## src/rtl/fdiv_if.sv

```systemverilog
// Start/done handshake and operand/result bus of the fdiv sequential divider.
interface fdiv_if;
    logic        start;
    logic [31:0] a;
    logic [31:0] b;
    logic [31:0] s;
    logic        busy;
    logic        done;

    modport master (output start, a, b, input s, busy, done);
    modport slave  (input start, a, b, output s, busy, done);
endinterface

```

## src/rtl/fdiv.sv

```systemverilog
// Sequential binary32 divider: radix-2 restoring mantissa divide, one quotient bit per cycle.
// Optional macro FDIV_ZERO_EN turns a zero-exponent divisor into a 1-cycle signed-infinity result.
module fdiv (
    input  logic   clk,
    input  logic   rst,
    fdiv_if.slave  bus
);
    localparam logic [1:0] S_IDLE = 2'd0;
    localparam logic [1:0] S_DIV  = 2'd1;
    localparam logic [1:0] S_NORM = 2'd2;

    logic [1:0]  r_state;
    logic        r_sign;
    logic [9:0]  r_exp;
    logic [23:0] r_mb;
    logic [25:0] r_rem;
    logic [25:0] r_q;
    logic [4:0]  r_cnt;
    logic        r_zero;
    logic [31:0] r_s;
    logic        r_busy;
    logic        r_done;

    logic [9:0]  w_start_exp;
    logic [26:0] w_trial;
    logic [22:0] w_mant_pre;
    logic        w_rnd;
    logic [9:0]  w_exp_norm;
    logic [23:0] w_mant_sum;
    logic [22:0] w_mant;
    logic [9:0]  w_exp_rnd;

    assign w_start_exp = {2'b00, bus.a[30:23]} - {2'b00, bus.b[30:23]} + 10'd127;
    // Bit 26 of the widened difference is the borrow: set means rem < mb.
    assign w_trial     = {1'b0, r_rem} - {3'b000, r_mb};

    always_comb begin
        // NOTE: every combinational output gets a default first so no latch can be inferred.
        w_mant_pre = r_q[23:1];
        w_rnd      = r_q[0];
        w_exp_norm = r_exp - 10'd1;
        if (r_q[25]) begin
            w_mant_pre = r_q[24:2];
            w_rnd      = r_q[1];
            w_exp_norm = r_exp;
        end
        // A rounding carry leaves the low 23 sum bits at zero and bumps the exponent.
        w_mant_sum = {1'b0, w_mant_pre} + {23'd0, w_rnd};
        w_mant     = w_mant_sum[22:0];
        w_exp_rnd  = w_mant_sum[23] ? (w_exp_norm + 10'd1) : w_exp_norm;
    end

    // NOTE: sequential state is written with non-blocking assignments only.
    always_ff @(posedge clk or posedge rst) begin
        if (rst) begin
            r_state <= S_IDLE;
            r_sign  <= 1'b0;
            r_exp   <= '0;
            r_mb    <= '0;
            r_rem   <= '0;
            r_q     <= '0;
            r_cnt   <= '0;
            r_zero  <= 1'b0;
            r_s     <= '0;
            r_busy  <= 1'b0;
            r_done  <= 1'b0;
        end else begin
            r_done <= 1'b0;
            case (r_state)
                S_IDLE: begin
                    if (bus.start) begin
                        r_sign <= bus.a[31] ^ bus.b[31];
                        r_exp  <= w_start_exp;
                        r_mb   <= {1'b1, bus.b[22:0]};
                        r_rem  <= {2'b01, bus.a[22:0], 1'b0} >> 1;
                        r_q    <= '0;
                        r_cnt  <= '0;
                        r_busy <= 1'b1;
`ifdef FDIV_ZERO_EN
                        r_zero  <= (bus.b[30:23] == 8'd0);
                        r_state <= (bus.b[30:23] == 8'd0) ? S_NORM : S_DIV;
`else
                        r_zero  <= 1'b0;
                        r_state <= S_DIV;
`endif
                    end
                end
                S_DIV: begin
                    if (!w_trial[26]) begin
                        r_rem <= {w_trial[24:0], 1'b0};
                        r_q   <= {r_q[24:0], 1'b1};
                    end else begin
                        r_rem <= {r_rem[24:0], 1'b0};
                        r_q   <= {r_q[24:0], 1'b0};
                    end
                    r_cnt <= r_cnt + 5'd1;
                    if (r_cnt == 5'd25) begin
                        r_state <= S_NORM;
                    end
                end
                S_NORM: begin
                    r_s     <= r_zero ? {r_sign, 8'hFF, 23'd0}
                                      : {r_sign, w_exp_rnd[7:0], w_mant};
                    r_done  <= 1'b1;
                    r_busy  <= 1'b0;
                    r_state <= S_IDLE;
                end
                default: r_state <= S_IDLE;
            endcase
        end
    end

    assign bus.s    = r_s;
    assign bus.busy = r_busy;
    assign bus.done = r_done;
endmodule

```

## src/flat_wrapper.sv

```systemverilog
// flat-port wrapper written by rule: the top's interface ports become plain ports
module fdiv_flat 
  (clk, rst, bus_start, bus_a, bus_b, bus_s, bus_busy, bus_done);
  fdiv_if bus_i ();
  input  logic clk;
  input  logic rst;
  input wire logic [$bits(bus_i.start)-1:0] bus_start;
  input wire logic [$bits(bus_i.a)-1:0] bus_a;
  input wire logic [$bits(bus_i.b)-1:0] bus_b;
  output wire logic [$bits(bus_i.s)-1:0] bus_s;
  output wire logic [$bits(bus_i.busy)-1:0] bus_busy;
  output wire logic [$bits(bus_i.done)-1:0] bus_done;
  assign bus_i.start = bus_start;
  assign bus_i.a = bus_a;
  assign bus_i.b = bus_b;
  assign bus_s = bus_i.s;
  assign bus_busy = bus_i.busy;
  assign bus_done = bus_i.done;
  fdiv u_core (.clk(clk), .rst(rst), .bus(bus_i));
endmodule
```

## config.mk

```make
export PLATFORM = sky130hd
export DESIGN_NAME = fdiv_flat
export DESIGN_NICKNAME = d
export VERILOG_FILES = /design/src/rtl/fdiv_if.sv /design/src/rtl/fdiv.sv /design/src/flat_wrapper.sv
export SDC_FILE = /design/constraint.sdc
export NUM_CORES = 1
export LEC_CHECK = 0
export ABC_AREA = 0
export BUFFER_PORTS_ARGS = -buffer_cell sky130_fd_sc_hd__buf_2
export CORE_UTILIZATION = 25
export CTS_CLUSTER_SIZE = 16
export DETAILED_ROUTE_END_ITERATION = 10
export SYNTH_ARGS = -nofsm -noshare
export SYNTH_HDL_FRONTEND = slang
export SYNTH_SLANG_ARGS = --single-unit
export TNS_END_PERCENT = 20
```

## constraint.sdc

```tcl
create_clock -name clk -period 5.9 [get_ports clk]
set_input_delay 0.295 -clock clk [delete_from_list [all_inputs] [get_ports clk]]
set_output_delay 0.295 -clock clk [all_outputs]
set_load 0.05 [all_outputs]
```

==> summary.md <==
* **number of cells traversed by the worst register-to-register path** 13
* **clock latency at the later pin of the worst-skew pair** 430 ps
* **Final Hold Violating Endpoints** 0
* **number of CTS-inserted buffers** 17
* **share of the core filled with cells** 30.34%
* **syn nets** 991
* **signal arrival time at the worst endpoint** 3930 ps
* **total placed cells including tap cells** 1328
* **depth of the CTS H-tree** 4
* **count of clock tree sinks** 126
* **classification of the worst-slack hold path** in2async
* **largest net degree at the start of global routing** 70
* **total placed instance area** 0.008695 mm^2
* **post-route minimum period** 3593 ps
* **worst reg2reg startpoint** u_core.r_rem[0]$_DFFE_PP0P_
* **fraction of power consumed by the clock network** 19.7%
* **die width** 179.4 um
* **#FFs+latches synth** 126
* **unrepaired setup endpoints after global routing** no
* **number of warnings reported in the yosys synthesis log** 0
* **number of buffers inserted to repair setup after CTS** 0
* **post-route setup TNS** 0 ps
* **HPWL Detailed** 13610 um
* **Critical Path Source** u_core.r_rem[0]$_DFFE_PP0P_
* **final routed DRC violation total** 0
* **Cell Count, Final, Fillers Out** 1360
* **average wire per cell in the routed design** 14.19 um
* **Synth Cell Area** 0.007869 mm^2
* **Setup WS pre-CTS** 2319 ps
* **clock transition at the registers of the reported paths** 60 ps
* **synth cell count leaders** sky130_fd_sc_hd__nand2_1 (132), sky130_fd_sc_hd__dfrtp_1 (126), sky130_fd_sc_hd__o21ai_0 (85)
* **f_max** 278.4 MHz
* **post-route total power** 5.818 mW
* **static leakage** 4.165 nW
* **CTS tree** done
* **Avg Inst Size Synth** 8.952 um^2
* **path type of the worst setup path** reg2reg
* **combinational group share of total power** 53.1%
* **number of buffers inserted by port buffering** 100
* **Antenna Cells** 0
* **share of power burned in registers** 27.2%
* **max cap viols** 0
* **number of nets with antenna violations after detailed routing** 0
* **leading post-synthesis cells by cell area** sky130_fd_sc_hd__dfrtp_1 (40%), sky130_fd_sc_hd__ha_1 (6.8%), sky130_fd_sc_hd__nand2_1 (6.3%)
* **post-synthesis sequential area ratio** 40.07%
* **count of boundary I/O pins** 101
* **max-slew violation count** 0
* **most instantiated library cell after synthesis** sky130_fd_sc_hd__nand2_1
* **Async S/R FF share, synth** 100.0%
* **number of global-route vias before repair** 6320
* **initial standard-cell utilization of the core** 25.59%
* **area of the die** 0.03219 mm^2
* **Layout Cell Area excl Fill** 0.009330 mm^2
* **Netlist cell types** 71
* **required time at the endpoint of the critical path** 6240 ps
* **wire length of the first global-routing pass** 32360 um
* **Post-synth EDFFs** 0
* **result of the run** completed
* **antenna violations before repair** 0
* **DR vias/cell** 4.771
* **ratio of cells with drive above 1 in the final layout** 17.32%
* **vias after detailed routing** 6488
* **core footprint** 0.03075 mm^2
* **clock root buffer** sky130_fd_sc_hd__clkbuf_16
* **final RePlAce weighted congestion** 0.8473
* **P_int** 3.263 mW
* **number of instances in the synthesized netlist** 879
* **most used flip-flop cell after synthesis** sky130_fd_sc_hd__dfrtp_1
* **row count** 64
* **die height** 179.4 um
* **synthesis-to-finish area growth** 18.57%
* **register-to-register path setup slack** 2310 ps
* **cell taking the most area after synthesis** sky130_fd_sc_hd__dfrtp_1
* **power dissipated by switching net loads** 2.554 mW
* **IR Drop Worst-Case VDD** 0.0002953 V
* **first-pass iteration count of the detailed router** 7
* **type of element launching the critical path** register
* **overall track demand over capacity in global routing** 12.49%
* **biggest fanout along the worst timing path** 29
* **detailed-route wire length** 19300 um
* **switching part of the total power** 43.91%
* **kind of end point of the critical path** register
* **Max transition margin** 25.02%
* **endpoint of the most critical register-to-register path** u_core.r_rem[8]$_DFFE_PP0P_
* **maximum root-to-sink buffer count** 2
* **setup violation total in the final timing report** 0
* **top cell type's share of synthesized area** 40.07%
* **Final Hold Slack** 45.73 ps
* **slew of the pin with the lowest slew margin** 1122 ps
* **Worst Clk Skew** 9.699 ps
* **nets** 1063
* **number of buffers inserted by hold repair at cts** 0
* **overflow left after global routing** 0
* **DRC marker count from the first detailed-route iteration** 402
* **Cell Pwr Density** 623.5 mW/mm^2
* **post-route fraction of the period consumed by the critical path** 60.89%
* **count of cells resized by post-cts repair** 0
* **smallest setup slack after layout** 2307 ps
-- registers in the layout, indices dropped and copies added (netlist names), 2 cells and up --
register,flops
u_core.r_exp,8
u_core.bus.s,32
u_core.r_q,26
u_core.r_state,2
u_core.r_cnt,5
u_core.r_rem,26
u_core.r_mb,24
-- worst max path at each step --
| stage | endpoint | slack [ps] | cells after the start |
|---|---|---|---|
| after floorplan | u_core.bus.busy$_DFFE_PP0P_ | 2250 | 1 |
| after global placement | u_core.r_rem[8]$_DFFE_PP0P_ | 2410 | 13 |
| after detailed placement | u_core.r_rem[8]$_DFFE_PP0P_ | 2320 | 13 |
| after CTS | u_core.r_rem[8]$_DFFE_PP0P_ | 2270 | 13 |
| after global routing | u_core.r_rem[6]$_DFFE_PP0P_ | 1990 | 13 |
| final | u_core.r_rem[8]$_DFFE_PP0P_ | 2310 | 13 |
-- area by class of cell --
type,count,area [um^2]
Clock buffer,23,478.0
Clock inverter,9,157.7
Fill cell,3308,21420
Inverter,47,178.9
Multi-Input combinational cell,653,4322
Sequential cell,126,3153
Tap cell,396,495.5
Timing Repair Buffer,106,545.5
-- power groups by stage --
stage	Clock, mW	Sequential [mW]	Combinational (mW)
floorplan	0	1.68	2.34
global placement	0	1.59	3.02
detailed placement	0	1.59	3.08
CTS	1.17	1.58	3.10
global route	1.21	1.64	3.47
finish	1.15	1.58	3.09
-- metal layers --
metal,vias up,share of wire [%],track usage (%)
met5,-,0,0
met4,0,0.90,3.586
met3,15,5.1,3.039
met2,170,46,19.98
met1,3062,48,16.70
li1,3241,-,-
-- logic make-up (layout without fill, tap and decap cells) --
family | count (synthesis) | in the layout | share of synthesized area, %
mux | 21 | 21 | 2.862
simple gates | 272 | 272 | 17.03
fa+ha+maj | 45 | 45 | 7.346
compound gates | 250 | 250 | 20.18
buf+inv | 100 | 185 | 5.279
xor+xnor | 65 | 65 | 7.235
flops | 126 | 126 | 40.07
-- placed cells by master (no fill, tap or decap), drive strengths merged, types with 26 or more instances in the layout --
cell   synthesis  final
nand2        134    134
dfrtp        126    126
buf           15    106
o21ai         88     88
a21oi         52     52
inv           47     47
ha            43     43
xnor2         42     42
nor2          30     30
nand3         27     27
a22o          26     26
-- worst max-delay path, cell delays in order (launching register included) --
cell	delay, ps
sky130_fd_sc_hd__dfrtp_1	370
sky130_fd_sc_hd__inv_1	70
sky130_fd_sc_hd__ha_1	140
sky130_fd_sc_hd__inv_1	60
sky130_fd_sc_hd__fa_1	420
sky130_fd_sc_hd__a211o_1	320
sky130_fd_sc_hd__nand4_1	80
sky130_fd_sc_hd__nand2_1	90
sky130_fd_sc_hd__o211ai_2	250
sky130_fd_sc_hd__a211oi_2	140
sky130_fd_sc_hd__o21bai_2	300
sky130_fd_sc_hd__and2_1	880
sky130_fd_sc_hd__nor3_1	120
sky130_fd_sc_hd__o31ai_1	260
No activity file was read; power rests on OpenSTA's default activity.
